$ cat config.mk
export PLATFORM = sky130hd
export DESIGN_NAME = adder_error_monitor
export DESIGN_NICKNAME = d
export VERILOG_FILES = /design/src/rtl/adder_err_pkg.sv /design/src/rtl/adder_err_dist.sv /design/src/rtl/adder_error_monitor.sv
export SDC_FILE = /design/constraint.sdc
export NUM_CORES = 1
export LEC_CHECK = 0
export BUFFER_PORTS_ARGS = -buffer_cell sky130_fd_sc_hd__buf_4
export CAP_MARGIN = 20
export CORE_MARGIN = 1
export CORE_UTILIZATION = 40
export CTS_BUF_LIST = sky130_fd_sc_hd__clkbuf_2
export CTS_CLUSTER_SIZE = 25
export DETAILED_ROUTE_END_ITERATION = 10
export PLACE_DENSITY = 0.64
export SLEW_MARGIN = 25
export SYNTH_ARGS = -nofsm -noshare
export SYNTH_HDL_FRONTEND = slang
export SYNTH_SLANG_ARGS = --single-unit
export TNS_END_PERCENT = 1
$ cat constraint.sdc
create_clock -name clk -period 4.5 [get_ports clk]
set_input_delay 0.45 -clock clk [delete_from_list [all_inputs] [get_ports clk]]
set_output_delay 0.45 -clock clk [all_outputs]
set_load 0.05 [all_outputs]
$ cat src/rtl/adder_err_pkg.sv
// Shared constants, FSM state type and width helper for the adder error monitor.
// Optional feature macro: ADDER_ERR_SQUARED_EN (see adder_error_monitor.sv).
package adder_err_pkg;

  localparam int unsigned SUM_W_DEF = 17;
  localparam int unsigned CNT_W_DEF = 16;

  typedef enum logic [1:0] {
    IDLE  = 2'd0,
    RUN   = 2'd1,
    DRAIN = 2'd2,
    DONE  = 2'd3
  } state_t;

  // Width of the error-distance accumulator; wide enough that a full window never overflows.
  function automatic int unsigned acc_w(input int unsigned sum_w, input int unsigned cnt_w);
    return sum_w + cnt_w;
  endfunction

endpackage

$ cat src/rtl/adder_err_dist.sv
// Absolute error distance between two adder sums, plus a nonzero flag.
// Purely combinational; used as the first pipeline stage of the monitor.
module adder_err_dist
  import adder_err_pkg::*;
#(
  parameter int unsigned W = SUM_W_DEF
) (
  input  logic [W-1:0] a,
  input  logic [W-1:0] b,
  output logic [W-1:0] ed,
  output logic         ne
);

  logic signed [W:0] diff;
  logic        [W:0] mag;

  // One-bit-wider signed difference, then magnitude; |a-b| always fits in W bits.
  always_comb begin
    diff = $signed({1'b0, a}) - $signed({1'b0, b});
    mag  = diff[W] ? $unsigned(-diff) : $unsigned(diff);
    ed   = mag[W-1:0];
    ne   = |mag;
  end

endmodule

$ cat src/rtl/adder_error_monitor.sv
// Accumulates error statistics (error count, sum and maximum of error distance)
// between paired exact/approximate adder sums over a programmed sample window.
// Optional feature macro: ADDER_ERR_SQUARED_EN adds the sum_sq_ed output
// (sum of squared error distance) with unchanged latency.
module adder_error_monitor
  import adder_err_pkg::*;
#(
  parameter int unsigned SUM_W = SUM_W_DEF,
  parameter int unsigned CNT_W = CNT_W_DEF
) (
  input  logic                              clk,
  input  logic                              rst_n,
  input  logic                              start,
  input  logic [CNT_W-1:0]                  num_samples,
  input  logic                              in_valid,
  output logic                              in_ready,
  input  logic [SUM_W-1:0]                  exact_sum,
  input  logic [SUM_W-1:0]                  approx_sum,
  output logic                              busy,
  output logic                              done,
  output logic [CNT_W-1:0]                  err_cnt,
  output logic [acc_w(SUM_W, CNT_W)-1:0]    sum_ed,
  output logic [SUM_W-1:0]                  max_ed
`ifdef ADDER_ERR_SQUARED_EN
  , output logic [2*SUM_W+CNT_W-1:0]        sum_sq_ed
`endif
);

  localparam int unsigned ACC_W = acc_w(SUM_W, CNT_W);
`ifdef ADDER_ERR_SQUARED_EN
  localparam int unsigned SQ_W    = 2 * SUM_W;
  localparam int unsigned SQACC_W = 2 * SUM_W + CNT_W;
`endif

  state_t           state;
  logic [CNT_W-1:0] target;
  logic [CNT_W-1:0] accepted;
  logic             xfer;
  logic             clear;

  logic [SUM_W-1:0] ed;
  logic             ne;
  logic             s1_valid;
  logic [SUM_W-1:0] s1_ed;
  logic             s1_ne;
`ifdef ADDER_ERR_SQUARED_EN
  logic [SQ_W-1:0]  s1_sq;
`endif

  assign in_ready = (state == RUN) && (accepted < target);
  assign busy     = (state == RUN) || (state == DRAIN);
  assign done     = (state == DONE);
  assign xfer     = in_valid && in_ready;
  assign clear    = start && ((state == IDLE) || (state == DONE));

  adder_err_dist #(.W(SUM_W)) u_dist (
    .a  (exact_sum),
    .b  (approx_sum),
    .ed (ed),
    .ne (ne)
  );

  // Window control: start latches the target, transfers count up, drain waits for S1 to empty.
  always_ff @(posedge clk) begin
    if (!rst_n) begin
      state    <= IDLE;
      target   <= '0;
      accepted <= '0;
    end else begin
      case (state)
        IDLE, DONE: begin
          if (start) begin
            target   <= num_samples;
            accepted <= '0;
            state    <= (num_samples == '0) ? DONE : RUN;
          end
        end
        RUN: begin
          if (xfer) begin
            accepted <= accepted + CNT_W'(1);
            if (accepted + CNT_W'(1) == target) state <= DRAIN;
          end
        end
        DRAIN: begin
          if (!s1_valid) state <= DONE;
        end
        default: state <= IDLE;
      endcase
    end
  end

  // Two-stage datapath: S1 registers the error distance, S2 folds it into the statistics.
  always_ff @(posedge clk) begin
    if (!rst_n) begin
      s1_valid  <= 1'b0;
      s1_ed     <= '0;
      s1_ne     <= 1'b0;
      err_cnt   <= '0;
      sum_ed    <= '0;
      max_ed    <= '0;
`ifdef ADDER_ERR_SQUARED_EN
      s1_sq     <= '0;
      sum_sq_ed <= '0;
`endif
    end else begin
      s1_valid <= xfer;
      if (xfer) begin
        s1_ed <= ed;
        s1_ne <= ne;
`ifdef ADDER_ERR_SQUARED_EN
        s1_sq <= SQ_W'(ed) * SQ_W'(ed);
`endif
      end
      // clear only fires in IDLE/DONE, where S1 is always empty, so the two never collide.
      if (clear) begin
        err_cnt   <= '0;
        sum_ed    <= '0;
        max_ed    <= '0;
`ifdef ADDER_ERR_SQUARED_EN
        sum_sq_ed <= '0;
`endif
      end else if (s1_valid) begin
        err_cnt <= err_cnt + CNT_W'(s1_ne);
        sum_ed  <= sum_ed + ACC_W'(s1_ed);
        if (s1_ed > max_ed) max_ed <= s1_ed;
`ifdef ADDER_ERR_SQUARED_EN
        sum_sq_ed <= sum_sq_ed + SQACC_W'(s1_sq);
`endif
      end
    end
  end

endmodule

# == Word level (Yosys, flattened, before mapping) ==
# Cells that the tools add are included.
# word_totals
regBits,119
in_bits,54
out_inout_bits,69
word_cells,50
# classes
add_sub_neg,5
n_lt_le_gt_ge,2
n_eq_ne,8
n_mux,10
bitwise,1
n_reduce_logical,15
# op_table
op,count
adder 33 x 17 -> 33 bit,1
2-to-1 mux 16 bit,2
one-hot mux 16 bit (2 select lines),1
2-to-1 mux 18 bit,1
negator 18 bit,1
OR reduction 18 bit,1
subtractor 17 x 17 -> 18 bit,1
> comparator 17 bit,1
adder 16 x 1 -> 16 bit,1
adder 16 x 1 -> 16 bit (second input constant),1
equality test 16 bit,1
zero test 16 bit,1
less-than comparator 16 bit,1
2-to-1 mux 2 bit,5
inequality test 2 bit (second input constant),3
one-hot mux 2 bit (3 select lines),1
equality test 2 bit (second input constant),2
AND reduction 2 bit,2
AND reduction 4 bit,1
OR reduction 2 bit,2
logical AND 1 bit,3
AND reduction 3 bit,1
equality test 2 x 1 -> 1 bit (second input constant),1
zero test 2 bit,1
other kinds (4),5

# == Longest topological paths before layout ==
# Gate-level depths: netlist (run 1).
# logic_depth
depth_word,5
ltp_mapped,15

# == Cells and area by module ==
# Synthesis (run 1) repeated with hierarchy kept, for this count alone.
# hier_totals
hier_cells,1125
area_unflattened_um2,8852.2
# by_module_without_submodules
module,n_inst,cells_each,area_each_um2,seq_area_each_um2
adder_error_monitor,1,897,7206.9,2382.3
adder_err_dist,1,228,1645.3,0.0

# == Worst setup path before layout (run 1) ==
# Ideal clock, no wire load.
# synth_path
path_type,reg2reg
startpoint,reg target[5]
endpoint,reg s1_ne
setup_ns,0.119
arrival_ns,5.164
required_ns,4.381
path_slack_ns,-0.783
stages_incl_launch_ff,13
n_path_buf,1
synth_period_minus_slack_ns,5.283
path_cell_list,dfxtp_1 -> inv_1 -> ha_1 -> a2111oi_0 -> a211o_1 -> a31oi_1 -> a2111oi_0 -> and2_2 -> buf_6 -> nand4_1 -> a2111oi_0 -> nand4_1 -> o221a_1
# synth_via
elab_chain_len,3
# synth_lines
item,line_no,source
from (decl),adder_error_monitor.sv:36,logic [CNT_W-1:0] target;
from (signal assigned),adder_error_monitor.sv:73,target <= num_samples;
less-than comparator 16 bit,adder_error_monitor.sv:50,assign in_ready = (state == RUN) && (accepted < target);
logical AND 1 bit,adder_error_monitor.sv:50,
via in_ready,adder_error_monitor.sv:16,"output logic in_ready,"
logical AND 1 bit,adder_error_monitor.sv:53,assign xfer = in_valid && in_ready;
to (signal assigned),adder_error_monitor.sv:109,s1_ne <= ne;
to (decl),adder_error_monitor.sv:45,logic s1_ne;
# The timed path passes the listed nets, and every way through them passes these cells.
# A chain may end at the register's enable or synchronous reset.

# == Final worst setup path (run 1) ==
# layout_path
startpoint,reg accepted[1]
endpoint,reg state[1]
# layout_via
elab_chain_len,5
word_cells_on_any_way,8
# layout_lines
item,line_no,source
from (decl),adder_error_monitor.sv:37,logic [CNT_W-1:0] accepted;
from (signal assigned),adder_error_monitor.sv:80,accepted <= accepted + CNT_W'(1);
branches (longest 4 deep; another with adder 16 x 1 -> 16 bit),-,
AND reduction 4 bit (no line) (*),-,
to (signal assigned),adder_error_monitor.sv:75,state <= (num_samples == '0) ? DONE : RUN;
to (decl),adder_error_monitor.sv:35,state_t state;
# Every way passes the cells marked *.

==> flow_summary.ini, run 1 <==
[setup_path]
arrival_ns = 4.27
reg2reg_slack_ns = 0.84
worstPathCellList = ha_1, and3_1, and3_1, and3_1, nand3_1, xnor2_1, o211ai_1, or4_1, nor4b_1, o211ai_1, o311a_1
end_kind = register
slowest_delay_ns = 0.44
crit_slowest_cell = dfxtp_1
r2r_cells = 11
crit_required_ns = 5.10
crit_fanout = 7
crit_path_frequent_cell = and3_1
worstSetupPathType = register to register
crit_path_start_kind = register

[logic_synthesis]
ys_seq_elements = 119
yosysSeqAreaShare = 0.285
yosysWarnings = 0
synth_edf_count = 0
yosys.cell_types.count = 75
synthArstFlopShare = 0
ys.flop_type = dfxtp_1
yosysTopAreaCell = dfxtp_1
avgSynthCellArea_um2 = 8.21
syn_area_um2 = 8360
netlist.area_leader.share = 0.285
synth_fp_nets = 1150
synthCells = 1018
synthTopCellsByArea = dfxtp_1, ha_1, xnor2_1, mux2i_1, nor2_1

[sta]
setup_viol = 0
rsz0062_at_grt = false
period_needed_ns = 3.66
slew_headroom = 0.358
fmaxAchievable_mhz = 273
skew_ns = 0.0339
tns_ns = 0
fin_crit_sh = 0.814
maxSlewViolCount = 0
hold_violations = 0
worst_pin_slew_ns = 0.958

[die]
dieWidth_um = 147
start_util = 0.411
rows = 52
fp.dieH_um = 147
io_pins = 123
die_area_um2 = 21500
core_area_um2 = 20400

[global_routing]
overflow = 0
grt_first_pass_wirelength_um = 33300
grt_pass1_vias = 6959
grt_max_degree = 55
antenna_found_initial = 1
grtUsageTotal = 0.188

[clock_tree]
post_cts_buffers = 0
cts_tree = done
h-tree-depth = 4
clk_pin_slew_ns = 0.20
insertion_delay_ns = 0.68
root_buffer = clkbuf_2
clk_path_buf_depth = 2
numCtsBuffers = 17
cts_sinks = 119

[detailed_routing]
firstDrtPassIters = 4
wl_per_cell_um = 13.8
drc = 0
vias_per_cell = 5.20
vias = 7427
drtAntennaViolNets = 0
drtIter0Drc = 304
wl_um = 19700

[placement]
gp_congestion = 0.839
place_inst = 1377
numPortBuffers = 122
dp_hpwl_um = 14900

[pwr]
p_leak_nw = 4.25
max-vdd-ir-drop_v = 0.000397
power.density_nw_per_um2 = 332

[hold_path]
hold_path.class = input port to register
hold_path_depth = 2

[cells_and_area]
instances_no_fill = 1427
layout-drive-gt1-share = 0.159
final.fill_count = 2038
fin_nets = 1275
area_delta_synth_final_pct = 18.2

[run_status]
status = finished clean

[run]
max_cap_violations = 0
logic make-up after synthesis:
group                      count (synthesis)  share of synthesized area
xor gates and xnor gates                  88                     0.0931
AOI/OAI and AO/OA                        228                      0.195
muxes                                     37                     0.0443
and+or+nand+nor                          354                      0.208
adders and majority gates                 78                      0.119
buffers and inverters                    114                     0.0567
DFF                                      119                      0.285
repair_timing:
action	in CTS	in global routing
hold buffers	17	0
hold endpoints to repair	17	0
resized for setup	0	0
synthesized netlist by cell type, types with 5 or more instances:
| cell | number |
|---|---|
| nor3_1 | 20 |
| nor4_1 | 10 |
| nor2_1 | 98 |
| a31oi_1 | 10 |
| a21oi_1 | 44 |
| o21ai_0 | 38 |
| a211oi_1 | 7 |
| mux2i_1 | 37 |
| and3_1 | 17 |
| o211ai_1 | 10 |
| dfxtp_1 | 119 |
| and2_1 | 6 |
| ha_1 | 76 |
| xnor2_1 | 49 |
| o21a_1 | 17 |
| o21bai_1 | 5 |
| nand3b_1 | 9 |
| nor2b_1 | 19 |
| xor2_1 | 38 |
| a21o_1 | 16 |
| nand3_1 | 32 |
| clkbuf_1 | 27 |
| o211a_1 | 17 |
| inv_1 | 72 |
| or3_1 | 13 |
| nand2b_1 | 7 |
| nand2_1 | 90 |
| nand4_1 | 13 |
| a21boi_0 | 25 |
layer usage:
metal	vias to the layer above	track usage	wire length [µm]
met5	-	0	0
met1	3397	0.255	9840
li1	3845	-	-
met4	0	0.0615	272
met3	21	0.0281	665
met2	164	0.304	8950
cell usage in the layout (no fill, tap or decap), types with 16 or more instances in the layout:
master	instances
and3_1	17
a21boi_0	25
a21oi_1	43
nor2_1	98
o211a_1	17
a21o_1	16
dlygate4sd3_1	17
buf_4	131
nor3_1	20
o21a_1	17
ha_1	76
xnor2_1	49
mux2i_1	37
xor2_1	38
nor2b_1	19
nand2_1	89
nand3_1	32
inv_1	72
o21ai_0	38
clkbuf_2	17
dfxtp_1	118
flip-flops by register name (all words and copies together) (netlist names):
| signal | flops |
|---|---|
| sum_ed | 33 |
| max_ed | 17 |
| s1_ed | 17 |
| accepted | 16 |
| err_cnt | 16 |
| target | 16 |
| state | 2 |
| s1_ne | 1 |
| s1_valid | 1 |
stage by stage:
| step | hold WS (ns) | utilization | area, µm² | power, mW | worst slack (ns) |
|---|---|---|---|---|---|
| after global routing | 0.171 | 0.486 | 9890 | 3.53 | 0.557 |
| final | 0.232 | 0.486 | 9890 | 3.28 | 0.835 |
| after floorplan | 0.443 | - | 8360 | 2.28 | 0.0122 |
| after global placement | 0.456 | 0.466 | 9490 | 2.60 | 0.586 |
| after CTS | 0.131 | 0.485 | 9880 | 3.32 | 0.866 |
| after detailed placement | 0.464 | 0.466 | 9490 | 2.62 | 0.527 |
report_power, final:
group	switching, mW	internal (mW)	total [mW]
combinational	0.778	0.572	1.35
sequential	0.121	1.14	1.26
clock	0.428	0.243	0.671
worst paths after layout:
check,from,endpoint
min,rst_n,state[1]
max,accepted[1],state[1]
max reg2reg,accepted[1],state[1]
min reg2reg,target[0],target[0]
layout make-up:
class / count / area (µm²) / area share
diodes: 1 / 2.50 / 0.000253
clock buffers: 17 / 85.1 / 0.00861
clock inverters: 15 / 138 / 0.0139
inverters: 72 / 270 / 0.0273
multi-input cells: 785 / 5520 / 0.558
flip-flops and latches: 119 / 2380 / 0.241
well taps: 270 / 338 / 0.0342
repair buffers: 148 / 1150 / 0.117
critical path, delay by kind of cell (launching register included):
kind,cells,cell delay (ns)
adder cells (fa/ha/maj),1,0.32
flip-flops,1,0.44
XOR/XNOR,1,0.28
AND/OR/NAND/NOR,6,1.84
AO/OA/AOI/OAI,3,0.73
Power figures use the tool's default switching activity.
==> inputs of run 2 (changes only) <==
==> constraint.sdc (replaced) <==
create_clock -name clk -period 3.4 [get_ports clk]
set_input_delay 0.34 -clock clk [delete_from_list [all_inputs] [get_ports clk]]
set_output_delay 0.34 -clock clk [all_outputs]
set_load 0.05 [all_outputs]
==> run 2 against run 1 <==
Sequential share of layout area fell by 1.6 points. Utilization rose by 3.4 points. Cell count rose by 5.4%. Non-clock buffer count rose by 78. Critical path type unchanged. Critical endpoint unchanged. Largest power group unchanged.
==> flow_summary.ini, run 2 (synthesis results as in run 1) <==
[pwr]
p_leak_nw = 4.69
switching_share = 0.374
share_seq_of_total_power = 0.351
power_frac_clock = 0.230
max-vdd-ir-drop_v = 0.000420
power.combinational.fraction = 0.419
p_int_mw = 2.95
power.density_nw_per_um2 = 445
p_sw_mw = 1.76

[global_routing]
grt_first_pass_wirelength_um = 33700
overflow = 0
grtUsageTotal = 0.191
grt_max_degree = 55
antenna_found_initial = 1
grt_pass1_vias = 7170

[sta]
fin_crit_sh = 0.937
fin_ws_ns = 0.213
worst_pin_slew_ns = 0.748
setup_viol = 0
tns_ns = 0
maxSlewViolCount = 0
fmaxAchievable_mhz = 314
period_needed_ns = 3.19
slew_headroom = 0.502
hold_violations = 0
skew_ns = 0.0348
rsz0062_at_grt = false

[cells_and_area]
multi_input_area_um2 = 5560
layout_common_cells = buf_4, dfxtp_1, nor2_1
instances_no_fill = 1504
layout-drive-gt1-share = 0.218
fin_nets = 1353
top_register = sum_ed
final_common_cell = buf_4
regArea_um2 = 2390
final.fill_count = 1966
top_regs = sum_ed (33), max_ed (17), s1_ed (17)
post-route-util = 0.520
finalInstanceArea_um2 = 10600
largest_register_ffs = 33
area_delta_synth_final_pct = 26.6

[detailed_routing]
drc = 0
wl_um = 20100
drtAntennaViolNets = 0
drtIter0Drc = 250
firstDrtPassIters = 5
vias_per_cell = 5.10
wl_per_cell_um = 13.4
vias = 7677

[clock_tree]
cts_sinks = 119
insertion_delay_ns = 0.68
clk_pin_slew_ns = 0.17
post_cts_buffers = 0
numCtsBuffers = 17
clk_path_buf_depth = 2
root_buffer = clkbuf_2
cts_tree = done
h-tree-depth = 4

[setup_path]
r2r_cells = 11
reg2reg_slack_ns = 0.21
crit_required_ns = 3.98
crit_fanout = 5
end_kind = register
crit_path_start_kind = register
worstSetupPathType = register to register
arrival_ns = 3.77
worstReg2RegStart = accepted[0]
r2r-end = state[1]

[hold_path]
min_from = rst_n
hold_path_depth = 2
min_to = state[1]
hold_path.class = input port to register

[placement]
placed_area_um2 = 10100
place_ws_ns = -0.241
dp_hpwl_um = 15500
gp_congestion = 0.852
place_inst = 1455
numPortBuffers = 122

[die]
die_area_um2 = 21500
rows = 52
fp.dieH_um = 147
dieWidth_um = 147
start_util = 0.411
io_pins = 123
core_area_um2 = 20400

[run]
max_cap_violations = 0

[run_status]
status = finished clean
-- run 2: power groups by stage --
stage / logic, mW / registers (mW) / clock network, mW
2_1_floorplan: 1.39 / 1.65 / 0
3_3_place_gp: 1.93 / 1.68 / 0
3_5_place_dp: 1.96 / 1.68 / 0
4_1_cts: 1.99 / 1.65 / 1.12
5_1_grt: 2.20 / 1.67 / 1.18
6_report: 1.97 / 1.65 / 1.08
-- run 2: worst max path at each step --
stage                  from       end  slack (ns)
6_report        accepted[0]  state[1]        0.21
5_1_grt         accepted[1]  state[1]        0.04
3_3_place_gp   exact_sum[0]     s1_ne       -0.12
4_1_cts         accepted[1]  state[1]        0.11
2_1_floorplan  exact_sum[0]     s1_ne        0.04
3_5_place_dp   exact_sum[0]     s1_ne       -0.24
-- run 2: layer usage --
metal	part of all wire	global-route usage
met5	0	0
met4	0.015	0.0698
met3	0.031	0.0259
met2	0.45	0.308
met1	0.50	0.258
-- run 2: layout make-up --
class	count	share of cell area
Multi-Input combinational cell	785	0.525
Timing Repair Buffer	226	0.165
Clock buffer	21	0.00993
Sequential cell	119	0.225
Inverter	72	0.0255
Tap cell	270	0.0319
Antenna cell	1	0.000236
Clock inverter	10	0.0168
-- run 2: metrics by stage --
stage          power (mW)  hold slack, ns
2_1_floorplan        3.03           0.443
3_5_place_dp         3.65           0.458
3_3_place_gp         3.61           0.455
5_1_grt              5.05          0.0902
6_report             4.71           0.135
4_1_cts              4.76          0.0551
-- run 2: critical path: stages (launching register included) --
cell and delay (ns):
dfxtp_2 0.37, ha_1 0.21, and3_1 0.20, and3_1 0.21, and3_2 0.26, buf_4 0.15
xnor2_1 0.17, nand4_1 0.12, or4_1 0.55, nor4b_2 0.30, o211ai_1 0.19, o311a_1 0.36
-- run 2: what timing repair did --
item,4_1_cts,5_1_grt
hold buffers,17,0
hold endpoints to repair,17,0
gates resized for setup,0,8
endpoints found under the setup margin,0,11
==> inputs of run 3 (changes only) <==
--- a/config.mk
+++ b/config.mk
@@ -16,5 +16,6 @@
 export SLEW_MARGIN = 25
 export SYNTH_ARGS = -nofsm -noshare
 export SYNTH_HDL_FRONTEND = slang
+export SYNTH_HIERARCHICAL = 1
 export SYNTH_SLANG_ARGS = --single-unit
 export TNS_END_PERCENT = 1
==> run 3 against run 2 <==
Clock-buffer cell count decreased by 3. Clock skew decreased by 0.0015 ns. Sequential power about the same. Largest cell class unchanged.
==> flow_summary.ini, run 3 <==
[global_routing]
antenna_found_initial = 1
grt_max_degree = 51
grt_pass1_vias = 7530
grt_first_pass_wirelength_um = 36800
overflow = 0
grtUsageTotal = 0.205

[die]
dieWidth_um = 151
start_util = 0.407
fp.dieH_um = 151
core_area_um2 = 21800
io_pins = 123
rows = 54
die_area_um2 = 22700

[clock_tree]
root_buffer = clkbuf_2
cts_tree = done
numCtsBuffers = 17
cts_resized = 0
clk_path_buf_depth = 2
cts_sinks = 119
h-tree-depth = 4
clk_pin_slew_ns = 0.20
insertion_delay_ns = 0.72

[sta]
tns_ns = 0
period_needed_ns = 3.06
slew_headroom = 0.444
fmaxAchievable_mhz = 327
skew_ns = 0.0332
setup_viol = 0
fin_crit_sh = 0.900
rsz0062_at_grt = false
worst_pin_slew_ns = 0.826
hold_violations = 0
maxSlewViolCount = 0

[placement]
gp_congestion = 0.900
numPortBuffers = 122
dp_hpwl_um = 17400

[run]
max_cap_violations = 0

[cells_and_area]
final_common_cell = buf_4
multi_input_area_um2 = 5940
area_delta_synth_final_pct = 20.1
largest_register_ffs = 33
layout-drive-gt1-share = 0.187
final.fill_count = 2172
fin_nets = 1409
regArea_um2 = 2380
top_regs = sum_ed (33), max_ed (17), s1_ed (17)
top_register = sum_ed
layout_common_cells = buf_4, nor2_1, dfxtp_1

[logic_synthesis]
synthArstFlopShare = 0
avgSynthCellArea_um2 = 7.87
syn_area_um2 = 8850
yosysWarnings = 6
ys.flop_type = dfxtp_1
yosysTopAreaCell = dfxtp_1
synthTopCellsByArea = dfxtp_1, ha_1, xnor2_1, nor2_1, nand2_1
synth_edf_count = 0
synthCells = 1125
yosysMostFrequentCell = nor2_1
yosysSeqAreaShare = 0.269
synth_commonest_cells = nor2_1, dfxtp_1, nand2_1
yosys.cell_types.count = 95
netlist.area_leader.share = 0.269
synth_fp_nets = 1257
ys_seq_elements = 119

[hold_path]
hold_path.class = input port to register

[pwr]
p_int_mw = 2.73
power_frac_clock = 0.206
p_leak_nw = 4.56
max-vdd-ir-drop_v = 0.000363
share_seq_of_total_power = 0.343
power.combinational.fraction = 0.452
p_sw_mw = 2.08
power.density_nw_per_um2 = 452
switching_share = 0.432
fin_total_pwr_mw = 4.80

[setup_path]
end_kind = output port
crit_path_start_kind = register
worstSetupPathType = register to output port
crit_fanout = 4
crit_required_ns = 3.06
reg2reg_slack_ns = 0.43
arrival_ns = 2.72

[detailed_routing]
firstDrtPassIters = 5
drtAntennaViolNets = 0
vias_per_cell = 5.26
drtIter0Drc = 449
vias = 8264
wl_per_cell_um = 14.7
drc = 0
wl_um = 23100

[run_status]
status = finished clean
==> run 3: layer usage <==
| layer | share of wire | track usage | vias up |
|---|---|---|---|
| li1 | - | - | 4270 |
| met1 | 0.44 | 0.244 | 3782 |
| met2 | 0.49 | 0.362 | 180 |
| met3 | 0.040 | 0.0418 | 32 |
| met4 | 0.021 | 0.0710 | 0 |
| met5 | 0 | 0 | - |
==> run 3: power by group through the flow <==
stage | Combinational, mW | Clock (mW) | Sequential, mW
floorplan | 1.53 | 0 | 1.64
global placement | 2.12 | 0 | 1.67
detailed placement | 2.15 | 0 | 1.68
CTS | 2.17 | 1.02 | 1.65
global route | 2.41 | 1.07 | 1.66
finish | 2.17 | 0.987 | 1.65
==> run 3: timing repair <==
action,CTS,global route
setup buffers,0,0
hold buffers,16,0
hold endpoints to repair,16,0
==> run 3: path summary, 6_finish.rpt <==
path,startpoint,to,cells after the start
min,rst_n,target[11],4
min reg2reg,target[0],target[0],2
max,target[10],in_ready,7
max reg2reg,sum_ed[0],sum_ed[26],10
==> run 3: metrics by stage <==
stage / cell area, µm² / setup slack, ns / std cells / hold WS [ns] / util
finish: 10600 / 0.340 / 1571 / 0.113 / 0.489
global route: 10600 / 0.0911 / 1571 / 0.0399 / 0.489
CTS: 10600 / 0.256 / 1570 / 0.0442 / 0.488
detailed placement: 10200 / -0.161 / 1522 / 0.458 / 0.470
global placement: 10200 / -0.0507 / 1522 / 0.451 / 0.469
floorplan: 8850 / 0.118 / 1125 / 0.441 / -
==> run 3: area by class of cell <==
cell class / instances / share of cell area
clock inverter: 14 / 0.0149
clock buffer: 18 / 0.00848
inverter: 79 / 0.0279
tap: 280 / 0.0330
multi-input combinational: 878 / 0.559
sequential: 119 / 0.224
antenna: 1 / 0.000235
timing repair buffer: 182 / 0.132
==> run 3: cells by family after synthesis <==
family,Yosys count,synth area share
adder cells (fa/ha/maj),78,0.112
buffers and inverters,128,0.0613
XOR/XNOR,88,0.0888
multiplexers,37,0.0418
AND/OR/NAND/NOR,427,0.242
AO/OA/AOI/OAI,248,0.185
flip-flops,119,0.269
==> run 3: worst max-delay path, cell delays in order, from the launching register on <==
cell and delay [ns]:
dfxtp_1 0.41, inv_1 0.12, ha_1 0.31, nand4_1 0.17, a2111oi_0 0.36, o21ai_1 0.23, and3_1 0.24, buf_4 0.19
